$ cat config.mk
export PLATFORM = sky130hd
export DESIGN_NAME = serial_adder_flat
export DESIGN_NICKNAME = d
export VERILOG_FILES = /design/src/rtl/serial_adder_pkg.sv /design/src/rtl/serial_adder_if.sv /design/src/rtl/serial_adder_add1bit.sv /design/src/rtl/serial_adder.sv /design/src/flat_wrapper.sv
export SDC_FILE = /design/constraint.sdc
export NUM_CORES = 1
export LEC_CHECK = 0
export BUFFER_PORTS_ARGS = -buffer_cell sky130_fd_sc_hd__buf_4
export CAP_MARGIN = 15
export CELL_PAD_IN_SITES_DETAIL_PLACEMENT = 0
export CELL_PAD_IN_SITES_GLOBAL_PLACEMENT = 2
export CORE_ASPECT_RATIO = 2
export CORE_UTILIZATION = 26
export CTS_CLUSTER_DIAMETER = 80
export DETAILED_ROUTE_END_ITERATION = 10
export PLACE_DENSITY_LB_ADDON = 0.2
export SETUP_SLACK_MARGIN = 0.3
export SYNTH_ARGS = -nofsm -noshare
export SYNTH_HDL_FRONTEND = slang
export SYNTH_SLANG_ARGS = --single-unit
$ cat constraint.sdc
create_clock -name clk -period 1 [get_ports clk]
set_input_delay 0 -clock clk [delete_from_list [all_inputs] [get_ports clk]]
set_output_delay 0 -clock clk [all_outputs]
set_load 0.02 [all_outputs]
$ cat src/rtl/serial_adder_pkg.sv
// -----------------------------------------------------------------------------
// serial_adder_pkg
// Shared definitions for the bit-serial adder: FSM state encodings and the
// default operand width.
// -----------------------------------------------------------------------------
package serial_adder_pkg;

  // Default operand/sum width in bits (legal range 2..32)
  localparam int DEFAULT_WIDTH = 4;

  // Controller states; encodings are fixed so other tools can decode them
  typedef enum logic [1:0] {
    IDLE = 2'd0,
    RUN  = 2'd1,
    DONE = 2'd2
  } state_t;

endpackage : serial_adder_pkg

$ cat src/rtl/serial_adder_if.sv
// -----------------------------------------------------------------------------
// serial_adder_if
// Request/result bundle of the bit-serial adder.
//   start       : request to begin an addition
//   A, B, ci    : operands and carry-in, captured on an accepted start
//   s, co       : sum and carry-out, valid from done until the next start
//   busy        : high while the addition is running
//   done        : single-cycle pulse marking s/co valid
// Modports: master (requester side), slave (adder side).
// -----------------------------------------------------------------------------
interface serial_adder_if
  import serial_adder_pkg::*;
#(
  parameter int WIDTH = DEFAULT_WIDTH
);

  logic             start;
  logic [WIDTH-1:0] A;
  logic [WIDTH-1:0] B;
  logic             ci;
  logic [WIDTH-1:0] s;
  logic             co;
  logic             busy;
  logic             done;

  modport master (
    output start, A, B, ci,
    input  s, co, busy, done
  );

  modport slave (
    input  start, A, B, ci,
    output s, co, busy, done
  );

endinterface : serial_adder_if

$ cat src/rtl/serial_adder_add1bit.sv
// -----------------------------------------------------------------------------
// add1bit
// One-bit full adder cell used by the serial adder datapath.
//   A, B : operand bits
//   ci   : carry-in
//   s    : sum bit      = A ^ B ^ ci
//   co   : carry-out    = A&B | ci&(A^B)
// -----------------------------------------------------------------------------
module add1bit (
  input  logic A,
  input  logic B,
  input  logic ci,
  output logic s,
  output logic co
);

  logic half_sum;

  // Full-add equations; half_sum is shared between sum and carry
  always_comb begin
    half_sum = A ^ B;
    s        = half_sum ^ ci;
    co       = (A & B) | (ci & half_sum);
  end

endmodule : add1bit

$ cat src/rtl/serial_adder.sv
// -----------------------------------------------------------------------------
// serial_adder
// Bit-serial adder: adds two WIDTH-bit operands plus carry-in one bit per
// clock, LSB first, using a single full-adder cell.
//   clk  : system clock, rising edge
//   rst  : synchronous active-high reset
//   bus  : serial_adder_if slave modport (start/A/B/ci in, s/co/busy/done out)
// An operation takes WIDTH RUN cycles; done pulses in the cycle after the
// last RUN cycle. A start in the DONE cycle chains a new operation directly.
// -----------------------------------------------------------------------------
module serial_adder
  import serial_adder_pkg::*;
#(
  parameter int WIDTH = DEFAULT_WIDTH
) (
  input  logic            clk,
  input  logic            rst,
  serial_adder_if.slave   bus
);

  localparam int              CNT_W = (WIDTH > 1) ? $clog2(WIDTH) : 1;
  localparam logic [CNT_W-1:0] LAST = CNT_W'(WIDTH - 1);

  state_t             state;
  state_t             state_nxt;
  logic [CNT_W-1:0]   cnt;
  logic [WIDTH-1:0]   a_sh;
  logic [WIDTH-1:0]   b_sh;
  logic [WIDTH-1:0]   s_sh;
  logic               carry;
  logic               load;
  logic               shift;
  logic               sum_bit;
  logic               carry_bit;

  // Single full-adder cell works on the current LSBs and the carry flop
  add1bit u_add1bit (
    .A  (a_sh[0]),
    .B  (b_sh[0]),
    .ci (carry),
    .s  (sum_bit),
    .co (carry_bit)
  );

  // Next-state logic plus load/shift strobes for the datapath
  always_comb begin
    state_nxt = state;
    load      = 1'b0;
    shift     = 1'b0;
    case (state)
      IDLE: begin
        if (bus.start) begin
          state_nxt = RUN;
          load      = 1'b1;
        end else begin
          state_nxt = IDLE;
        end
      end
      RUN: begin
        // start is deliberately not looked at here
        shift = 1'b1;
        if (cnt == LAST) begin
          state_nxt = DONE;
        end else begin
          state_nxt = RUN;
        end
      end
      DONE: begin
        if (bus.start) begin
          state_nxt = RUN;
          load      = 1'b1;
        end else begin
          state_nxt = IDLE;
        end
      end
      default: begin
        state_nxt = IDLE;
      end
    endcase
  end

  // State register and serial datapath (operand/sum shifters, carry, counter)
  always_ff @(posedge clk) begin
    if (rst) begin
      state <= IDLE;
      cnt   <= '0;
      a_sh  <= '0;
      b_sh  <= '0;
      s_sh  <= '0;
      carry <= 1'b0;
    end else begin
      state <= state_nxt;
      if (load) begin
        a_sh  <= bus.A;
        b_sh  <= bus.B;
        carry <= bus.ci;
        cnt   <= '0;
        s_sh  <= '0;
      end else if (shift) begin
        // Sum enters at the MSB so after WIDTH shifts bit 0 sits at bit 0
        a_sh  <= {1'b0, a_sh[WIDTH-1:1]};
        b_sh  <= {1'b0, b_sh[WIDTH-1:1]};
        s_sh  <= {sum_bit, s_sh[WIDTH-1:1]};
        carry <= carry_bit;
        cnt   <= cnt + CNT_W'(1);
      end else begin
        a_sh  <= a_sh;
        b_sh  <= b_sh;
        s_sh  <= s_sh;
        carry <= carry;
        cnt   <= cnt;
      end
    end
  end

  // Status flags decoded straight from the state register
  always_comb begin
    bus.busy = 1'b0;
    bus.done = 1'b0;
    case (state)
      IDLE:    begin bus.busy = 1'b0; bus.done = 1'b0; end
      RUN:     begin bus.busy = 1'b1; bus.done = 1'b0; end
      DONE:    begin bus.busy = 1'b0; bus.done = 1'b1; end
      default: begin bus.busy = 1'b0; bus.done = 1'b0; end
    endcase
  end

  // Result registers drive the outputs directly; the carry flop is co
  assign bus.s  = s_sh;
  assign bus.co = carry;

endmodule : serial_adder
$ cat src/flat_wrapper.sv
// flat-port wrapper written by rule: the top's interface ports become plain ports
module serial_adder_flat import serial_adder_pkg::*;
#(
  parameter int WIDTH = DEFAULT_WIDTH
)
  (clk, rst, bus_start, bus_A, bus_B, bus_ci, bus_s, bus_co, bus_busy, bus_done);
  serial_adder_if #(.WIDTH(WIDTH)) bus_i ();
  input  logic clk;
  input  logic rst;
  input wire logic [$bits(bus_i.start)-1:0] bus_start;
  input wire logic [$bits(bus_i.A)-1:0] bus_A;
  input wire logic [$bits(bus_i.B)-1:0] bus_B;
  input wire logic [$bits(bus_i.ci)-1:0] bus_ci;
  output wire logic [$bits(bus_i.s)-1:0] bus_s;
  output wire logic [$bits(bus_i.co)-1:0] bus_co;
  output wire logic [$bits(bus_i.busy)-1:0] bus_busy;
  output wire logic [$bits(bus_i.done)-1:0] bus_done;
  assign bus_i.start = bus_start;
  assign bus_i.A = bus_A;
  assign bus_i.B = bus_B;
  assign bus_i.ci = bus_ci;
  assign bus_s = bus_i.s;
  assign bus_co = bus_i.co;
  assign bus_busy = bus_i.busy;
  assign bus_done = bus_i.done;
  serial_adder #(.WIDTH(WIDTH)) u_core (.clk(clk), .rst(rst), .bus(bus_i));
endmodule
-- Yosys cells after proc, flatten, opt, wreduce, memory -nomap -nowiden
Cells that the tools add are included.
- bits in registers: 17
- output and inout bits: 7
- logic and storage cells: 32
- $add $sub $neg: 1
- eq/ne operators: 3
- muxes and demuxes: 13
- bitwise operators: 5
- reduce and logical (&&, ||, !) cells: 4
- operator list (cell ; number):
    $mux W4 ; 4
    $mux W1 ; 7
    $eq A2 B2 Y1 const B ; 2
    $pmux W2 S2 ; 1
    $reduce_or A2 Y1 ; 2
    $add A2 B1 Y2 const B ; 1
    $and A1 B1 Y1 ; 2
    $eq A2 B1 Y1 const B ; 1
    $logic_not A2 Y1 ; 1
    $mux W2 ; 1
    $reduce_bool A2 Y1 ; 1
    $xor A1 B1 Y1 ; 2
    $or A1 B1 Y1 ; 1

-- Logic depth before layout (Yosys ltp)
Gate-level depths: netlist of run 1.
- word-level depth: 5
- gate-level depth with buffers: 5

-- Hierarchy
Synthesis of run 1 repeated with hierarchy kept, for this count alone.
- cells, all modules: 77
- area total of the unflattened synthesis: 698.2 µm²
- by module, submodules not included (module ; times used ; cells an instance ; area an instance (µm²) ; sequential area each (µm²)):
    serial_adder ; 1 ; 76 ; 678.2 ; 340.3
    add1bit ; 1 ; 1 ; 20.0 ; 0.0

-- Worst setup path before layout of run 1
No wires, ideal clock.
- kind: reg2reg
- from: reg u_core.carry, in the netlist u_core.bus.co
- to: reg u_core.s_sh[3], in the netlist u_core.bus.s[3]
- setup time: 0.070 ns
- data arrival time: 1.059 ns
- setup slack: -0.129 ns
- stages on the path, launching flop included: 4
- clock period less this slack: 1.129 ns
- path through: dfxtp_1 -> fa_1 -> nand2_1 -> a21oi_1
- word-level cells in the longest chain between the ends: 1
- ends and longest elaborated chain (item ; line ; text):
    from (decl) ; serial_adder.sv:30 ; logic carry;
    from (signal assigned) ; serial_adder.sv:96 ; carry <= bus.ci;
    from (signal assigned) ; serial_adder.sv:104 ; carry <= carry_bit;
    from (signal assigned) ; serial_adder.sv:110 ; carry <= carry;
    $xor A1 B1 Y1 ; serial_adder_add1bit.sv:22 ; s = half_sum ^ ci;
    named net u_core.sum_bit ; serial_adder.sv:33 ; logic sum_bit;
    to (signal assigned) ; serial_adder.sv:103 ; s_sh <= {sum_bit, s_sh[WIDTH-1:1]};
    to (signal assigned) ; serial_adder.sv:109 ; s_sh <= s_sh;
    to (decl) ; serial_adder.sv:29 ; logic [WIDTH-1:0] s_sh;
The timed path passes the listed nets, and every way through them passes these cells.
A chain may end at the register's enable or synchronous reset.

-- Final worst setup path of run 1
- from: reg u_core.b_sh[0]
- to: reg u_core.s_sh[3], in the netlist u_core.bus.s[3]
- word-level cells in the longest chain between the ends: 2
- ends and longest elaborated chain (item ; line ; text):
    from (decl) ; serial_adder.sv:28 ; logic [WIDTH-1:0] b_sh;
    from (signal assigned) ; serial_adder.sv:95 ; b_sh <= bus.B;
    from (signal assigned) ; serial_adder.sv:102 ; b_sh <= {1'b0, b_sh[WIDTH-1:1]};
    from (signal assigned) ; serial_adder.sv:108 ; b_sh <= b_sh;
    $xor A1 B1 Y1 ; serial_adder_add1bit.sv:21 ; half_sum = A ^ B;
    $xor A1 B1 Y1 ; serial_adder_add1bit.sv:22 ;
    named net u_core.sum_bit ; serial_adder.sv:33 ;
The timed path passes the listed nets, and every way through them passes these cells.

==> results.json, run 1 <==
{
  "first_pass_iters": 4,
  "synth_simple_gate_area_share_pct": 24.7,
  "finalHoldViolCount": 0,
  "stdcell_count": 141,
  "dp.cells": 126,
  "post-dp-hpwl_mm": 1.39,
  "clk_pin_slew_worst_paths_ns": 0.07,
  "post_route_cells_drive_above_1_share_pct": 62.8,
  "synth_fp_nets": 92,
  "max_stage_delay_ns": 0.53,
  "r2r_slack_ns": -0.09,
  "areaGrowthSynthToFinish_pct": 75.8,
  "min_to": "u_core.b_sh[0]$_SDFFE_PP0P_",
  "crit_path_cell_trace": "fa_1, nand2_1, a21oi_2",
  "yosys-top-cells-area": "dfxtp_1, nand2_1, nor3_1",
  "synthMuxAreaShare_pct": 2.79,
  "setup_slack_ns": -0.0879,
  "min_from": "rst",
  "final_util_pct": 49.1,
  "post-route-period-util_pct": 109,
  "grt_usage_pct": 15.6,
  "ir_drop_mv": 0.889,
  "synth-edff-count": 0,
  "ys_ff_latch": 17,
  "multiInputGateArea_um2": 460,
  "die_w_um": 39.2,
  "power.density_nw_per_um2": 1350,
  "fp.dieH_um": 76.3,
  "min_delay_path_depth": 2,
  "ant_nets": 0,
  "synth_top_area_cell": "dfxtp_1",
  "cts.sinks": 17,
  "cts_made_buffers": 3,
  "ff_latch_area_um2": 354,
  "period_minus_slack_ns": 1.09,
  "status": "finished with violations",
  "place_congestion": 0.684,
  "setup_violations": 10,
  "grt_pass1_vias": 694,
  "end_kind": "flop",
  "post-place-ws_ns": -0.0938,
  "viasPerCell": 4.90,
  "num_rows": 26,
  "worstSetupStartpointType": "flop",
  "ioPinCount": 19,
  "slew_headroom_pct": 87.9,
  "r2r-end": "u_core.bus.s[3]$_SDFFE_PP0N_",
  "r2r_cells": 3,
  "design_area_um2": 1260,
  "io_buffers": 18,
  "htree_levels": 1,
  "grt_pass1_wl_mm": 3.29,
  "clk_path_buf_depth": 2,
  "place_area_um2": 968,
  "post-synth-top-area-fraction_pct": 47.4,
  "root_buffer": "clkbuf_8",
  "cts_tree": "built",
  "criticalPathCategory": "flop to flop",
  "path_max_fanout": 2,
  "syn_area_um2": 718,
  "synth_area_per_cell_um2": 9.21,
  "start_util_pct": 27.9,
  "drc_errors": 0,
  "synth_commonest_cells": "dfxtp_1, nand2_1, nor3_1, a21oi_1, nor2_1",
  "synthXorXnorAreaFrac_pct": 1.22,
  "yosysMostFrequentCell": "dfxtp_1",
  "yosysWarnings": 0,
  "slew_violations": 0,
  "finalSetupTns_ns": -0.464,
  "drv_cap": 0,
  "p_leak_nw": 0.526,
  "wl_per_cell_um": 14.6,
  "arrival_ns": 1.27,
  "vias": 691,
  "die_area_um2": 2990,
  "whs_ns": 0.0251,
  "n_antenna_cell": 0,
  "cts_hold_buf": 0,
  "drt_iter0_drc": 13,
  "total_power_mw": 1.71,
  "slowest_stage": "fa_1",
  "nets": 128,
  "fmax_mhz": 919,
  "skew_ns": 0.00201,
  "async_reset_ff_share_pct": 0,
  "clkLatencyLatePin_ns": 0.25,
  "rsz0062_at_grt": "true",
  "violations": "negative setup slack",
  "synth_top_family_by_area": "simple AND/OR/NAND/NOR gates",
  "grt-ovfl-total": 0,
  "routed_wirelength_mm": 2.05,
  "r2r-start": "u_core.b_sh[0]$_SDFFE_PP0P_",
  "synth_compound_area_share_pct": 13.4,
  "ys_seq_area_share_pct": 47.4,
  "grt_max_degree": 13,
  "design.core.area_um2": 2570,
  "synth_cell_type_count": 26,
  "antenna_found_initial": 0,
  "synth_adder_area_share_pct": 4.53,
  "hold_class": "input pin to flop",
  "fillers": 256,
  "worst_pin_slew_ns": 0.180,
  "cp.required_ns": 1.19,
  "syn_inst": 78,
  "synth_ff_type": "dfxtp_1"
}
flip-flops by register name, indices dropped and copies added, names as in the netlist:
register       flops
u_core.cnt         2
u_core.b_sh        4
u_core.bus.s       4
u_core.bus.co      1
u_core.state       2
u_core.a_sh        4
worst max path at each step:
stage                     cells past startpoint  slack, ns                           end                        start
final                                         3      -0.09  u_core.bus.s[3]$_SDFFE_PP0N_  u_core.b_sh[0]$_SDFFE_PP0P_
after global routing                          3      -0.14  u_core.bus.s[3]$_SDFFE_PP0N_  u_core.b_sh[0]$_SDFFE_PP0P_
after CTS                                     3      -0.07  u_core.bus.s[3]$_SDFFE_PP0N_  u_core.b_sh[0]$_SDFFE_PP0P_
after detailed placement                      3      -0.09   u_core.a_sh[3]$_SDFFE_PP0P_   u_core.state[0]$_SDFF_PP0_
after global placement                        3      -0.07   u_core.a_sh[3]$_SDFFE_PP0P_   u_core.state[0]$_SDFF_PP0_
after floorplan                               3      -0.03  u_core.bus.s[3]$_SDFFE_PP0N_  u_core.b_sh[0]$_SDFFE_PP0P_
worst max-delay path: cells and delay by family, from the launching register on:
family	cells	cell delay [ns]
AND/OR/NAND/NOR	1	0.06
adder cells (fa/ha/maj)	1	0.53
flip-flops	1	0.33
AO/OA/AOI/OAI	1	0.10
repair_timing:
item | in CTS | in global routing
cloned | 0 | 1
pin swaps | 5 | 5
endpoints found under the setup margin | 24 | 24
resized for setup | 31 | 12
buffers inserted | 6 | 4
cell families (layout without fill, tap and decap cells):
kind of cell    after synthesis  count (layout)
flops                        17              17
buf+inv                       6              40
mux                           2               2
simple gates                 36              37
compound gates               14              14
fa+ha+maj                     2               2
xor+xnor                      1               1
report_power, final:
group | leakage [nW] | internal [mW] | switching (mW)
clock | 0.0228 | 0.282 | 0.232
sequential | 0.143 | 0.719 | 0.0414
combinational | 0.360 | 0.245 | 0.190
total | 0.526 | 1.25 | 0.464
metal layers:
layer	track usage [%]	vias to the layer above	part of all wire, %
met3	0.875	2	2.6
li1	-	341	-
met2	27.2	13	62
met1	17.9	335	35
met4	7.24	0	1.2
met5	0	-	0
final cells by class:
cell class	count	share of cell area [%]
clock buffer	4	3.57
inverter	1	0.892
multi-input combinational	56	36.5
sequential	17	28.0
tap	28	2.78
timing repair buffer	35	28.2
cells in the final DEF, fill, tap and decap left out, drive strengths merged:
cell    synthesis  routed
buf             4      35
dfxtp          17      17
nand2          16      16
nor3            8       8
a21oi           6       6
nor2            5       5
nand2b          3       4
clkbuf          1       4
a311oi          3       3
o22ai           3       3
mux2i           2       2
and2b           2       2
inv             1       1
a22oi           1       1
nand3           1       1
nor3b           1       1
xnor2           1       1
o21a            1       1
fa              1       1
ha              1       1
Note: power is estimated with default switching activity, not from simulation.
==> inputs of run 2 (changes only) <==
SYNTH_HIERARCHICAL = 1   (was default)
==> run 2 against run 1 <==
Effect of this change: power down 1.4%; clock power up 2%; first-iteration DRC count increased by 62%; critical path depth up 2; sequential share of layout area up 0.85 points; global-route usage decreased by 1.2 points; count of clock-buffer cells in the layout down 1; largest cell class unchanged; the flow still finishes with violations (negative setup slack); area after synthesis fell by 2.8%; core utilization decreased by 1.0 points; sequential power about the same; wire length decreased by 11%; hold slack got worse by 0.0051 ns.
==> results.json, run 2 <==
{
  "status": "finished with violations",
  "violations": "negative setup slack",
  "grt_pass1_wl_mm": 2.90,
  "ys_ff_latch": 17,
  "ir_drop_mv": 0.818,
  "gr-usage-met3_pct": 1.77,
  "syn_inst": 77,
  "async_reset_ff_share_pct": 0,
  "crit_path_cell_trace": "nand2b_4, buf_6, buf_6, o22ai_2, nor3_1",
  "fp.dieH_um": 75.3,
  "place_congestion": 0.666,
  "drc_errors": 0,
  "clk_pin_slew_worst_paths_ns": 0.07,
  "ys_seq_area_share_pct": 48.7,
  "die_w_um": 38.6,
  "power.density_nw_per_um2": 1380,
  "grt-busiest-layer": "met2",
  "grtUsageMet1_pct": 16.3,
  "path_max_fanout": 10,
  "cts.sinks": 17,
  "dp.cells": 124,
  "period_minus_slack_ns": 1.10,
  "n_antenna_cell": 0,
  "post-route-period-util_pct": 110,
  "io_buffers": 18,
  "synth_adder_area_share_pct": 4.66,
  "max_stage_delay_ns": 0.32,
  "synthXorXnorAreaFrac_pct": 1.25,
  "yosysWarnings": 6,
  "rsz0062_at_grt": "true",
  "arrival_ns": 1.24,
  "synth_ff_type": "dfxtp_1",
  "synth_top_area_cell": "dfxtp_1",
  "drt_iter0_drc": 21,
  "ioPinCount": 19,
  "place_area_um2": 938,
  "worstSetupStartpointType": "flop",
  "setup_slack_ns": -0.100,
  "post_route_cells_drive_above_1_share_pct": 62.2,
  "finalHoldViolCount": 0,
  "synth_area_per_cell_um2": 9.07,
  "wl_per_cell_um": 13.1,
  "clkLatencyLatePin_ns": 0.25,
  "design.core.area_um2": 2540,
  "worst_pin_slew_ns": 0.207,
  "final_cell_mix": "buf_4, buf_6, nand2_1",
  "root_buffer": "clkbuf_8",
  "clk_path_buf_depth": 2,
  "end_kind": "flop",
  "setup_violations": 15,
  "areaGrowthSynthToFinish_pct": 74.9,
  "design_area_um2": 1220,
  "fmax_mhz": 909,
  "cts_made_buffers": 3,
  "whs_ns": 0.0200,
  "yosysMostFrequentCell": "dfxtp_1",
  "slew_violations": 0,
  "htree_levels": 1,
  "synth_top_family_by_area": "simple AND/OR/NAND/NOR gates",
  "die_area_um2": 2910,
  "grtUsageMet2_pct": 24.8,
  "cts_tree": "built",
  "grt_usage_pct": 14.4,
  "skew_ns": 0.00192,
  "final_util_pct": 48.1,
  "stdcell_count": 139,
  "grt_pass1_vias": 658,
  "ant_nets": 0,
  "grt_max_degree": 13,
  "cp.required_ns": 1.14,
  "post-dp-hpwl_mm": 1.22,
  "yosys-top-cells-area": "dfxtp_1, nand2_1, nor3_1",
  "slowest_stage": "dfxtp_2",
  "synth_fp_nets": 91,
  "p_leak_nw": 0.511,
  "nets": 126,
  "syn_area_um2": 698,
  "criticalPathCategory": "flop to flop",
  "cts_hold_buf": 0,
  "synth_simple_gate_area_share_pct": 22.8,
  "start_util_pct": 27.5,
  "routed_wirelength_mm": 1.82,
  "synth-edff-count": 0,
  "first_pass_iters": 4,
  "post-synth-top-area-fraction_pct": 48.7,
  "synth_commonest_cells": "dfxtp_1, nand2_1, nor3_1, a21oi_1, nor2_1",
  "crit_top_cell": "buf_6",
  "viasPerCell": 4.94,
  "final_common_cell": "buf_4",
  "fillers": 265,
  "synthMuxAreaShare_pct": 2.87,
  "slew_headroom_pct": 86.2,
  "synth_cell_type_count": 24,
  "total_power_mw": 1.69,
  "hold_class": "input pin to flop",
  "antenna_found_initial": 0,
  "synth_compound_area_share_pct": 14.3,
  "num_rows": 26,
  "grt-ovfl-total": 0,
  "drv_cap": 0,
  "vias": 686
}
-- run 2: cell type report --
type / count / area (um2) / share of cell area, %
multi-input cells: 54 / 440 / 36.1
inverters: 1 / 16.3 / 1.33
well taps: 28 / 35.0 / 2.87
repair buffers: 35 / 330 / 27.0
clock buffers: 3 / 41.3 / 3.38
flip-flops and latches: 17 / 353 / 28.9
clock inverters: 1 / 5.00 / 0.410
-- run 2: kinds of logic after synthesis --
| group | Yosys count |
|---|---|
| xor gates and xnor gates | 1 |
| DFF | 17 |
| buffers and inverters | 6 |
| and+or+nand+nor | 34 |
| adders and majority gates | 2 |
| AOI/OAI and AO/OA | 15 |
| muxes | 2 |
-- run 2: worst paths after layout --
path              depth (start not counted)                           end  slack [ns]                          from
setup reg to reg                          5    u_core/bus.co$_SDFFE_PP0P_       -0.10    u_core/state[1]$_SDFF_PP0_
hold / removal                            3   u_core/a_sh[3]$_SDFFE_PP0P_        0.02                      bus_A[3]
setup / recovery                          5    u_core/bus.co$_SDFFE_PP0P_       -0.10    u_core/state[1]$_SDFF_PP0_
hold reg to reg                           2  u_core/bus.s[0]$_SDFFE_PP0N_        0.46  u_core/bus.s[0]$_SDFFE_PP0N_
-- run 2: repair_timing --
item	in CTS	in global routing
buffers inserted	9	2
resized for setup	23	16
setup endpoints to repair	24	24
pin swaps	6	4
-- run 2: report_power, final --
group	total (mW)	switching, mW	internal, mW
combinational	0.404	0.180	0.224
clock	0.524	0.248	0.276
sequential	0.758	0.0388	0.719
total	1.69	0.466	1.22
-- run 2: through the flow --
step                      setup WS [ns]  TNS (ns)
after floorplan                 -0.0314   -0.0655
after global placement          -0.0485    -0.107
after detailed placement        -0.0667    -0.178
after CTS                       -0.0930    -0.771
after global routing             -0.168     -1.65
final                            -0.100    -0.746
-- run 2: worst max-delay path: cells and delay by family, from the launching register on --
family | cells | cell delay [ns]
buf+inv | 2 | 0.27
flops | 1 | 0.32
simple gates | 2 | 0.24
compound gates | 1 | 0.17
-- run 2: routing by layer --
metal / up-vias / routed length, um
met5: - / 0
met4: 0 / 27
met3: 2 / 42
met2: 14 / 1030
met1: 337 / 721
li1: 333 / -
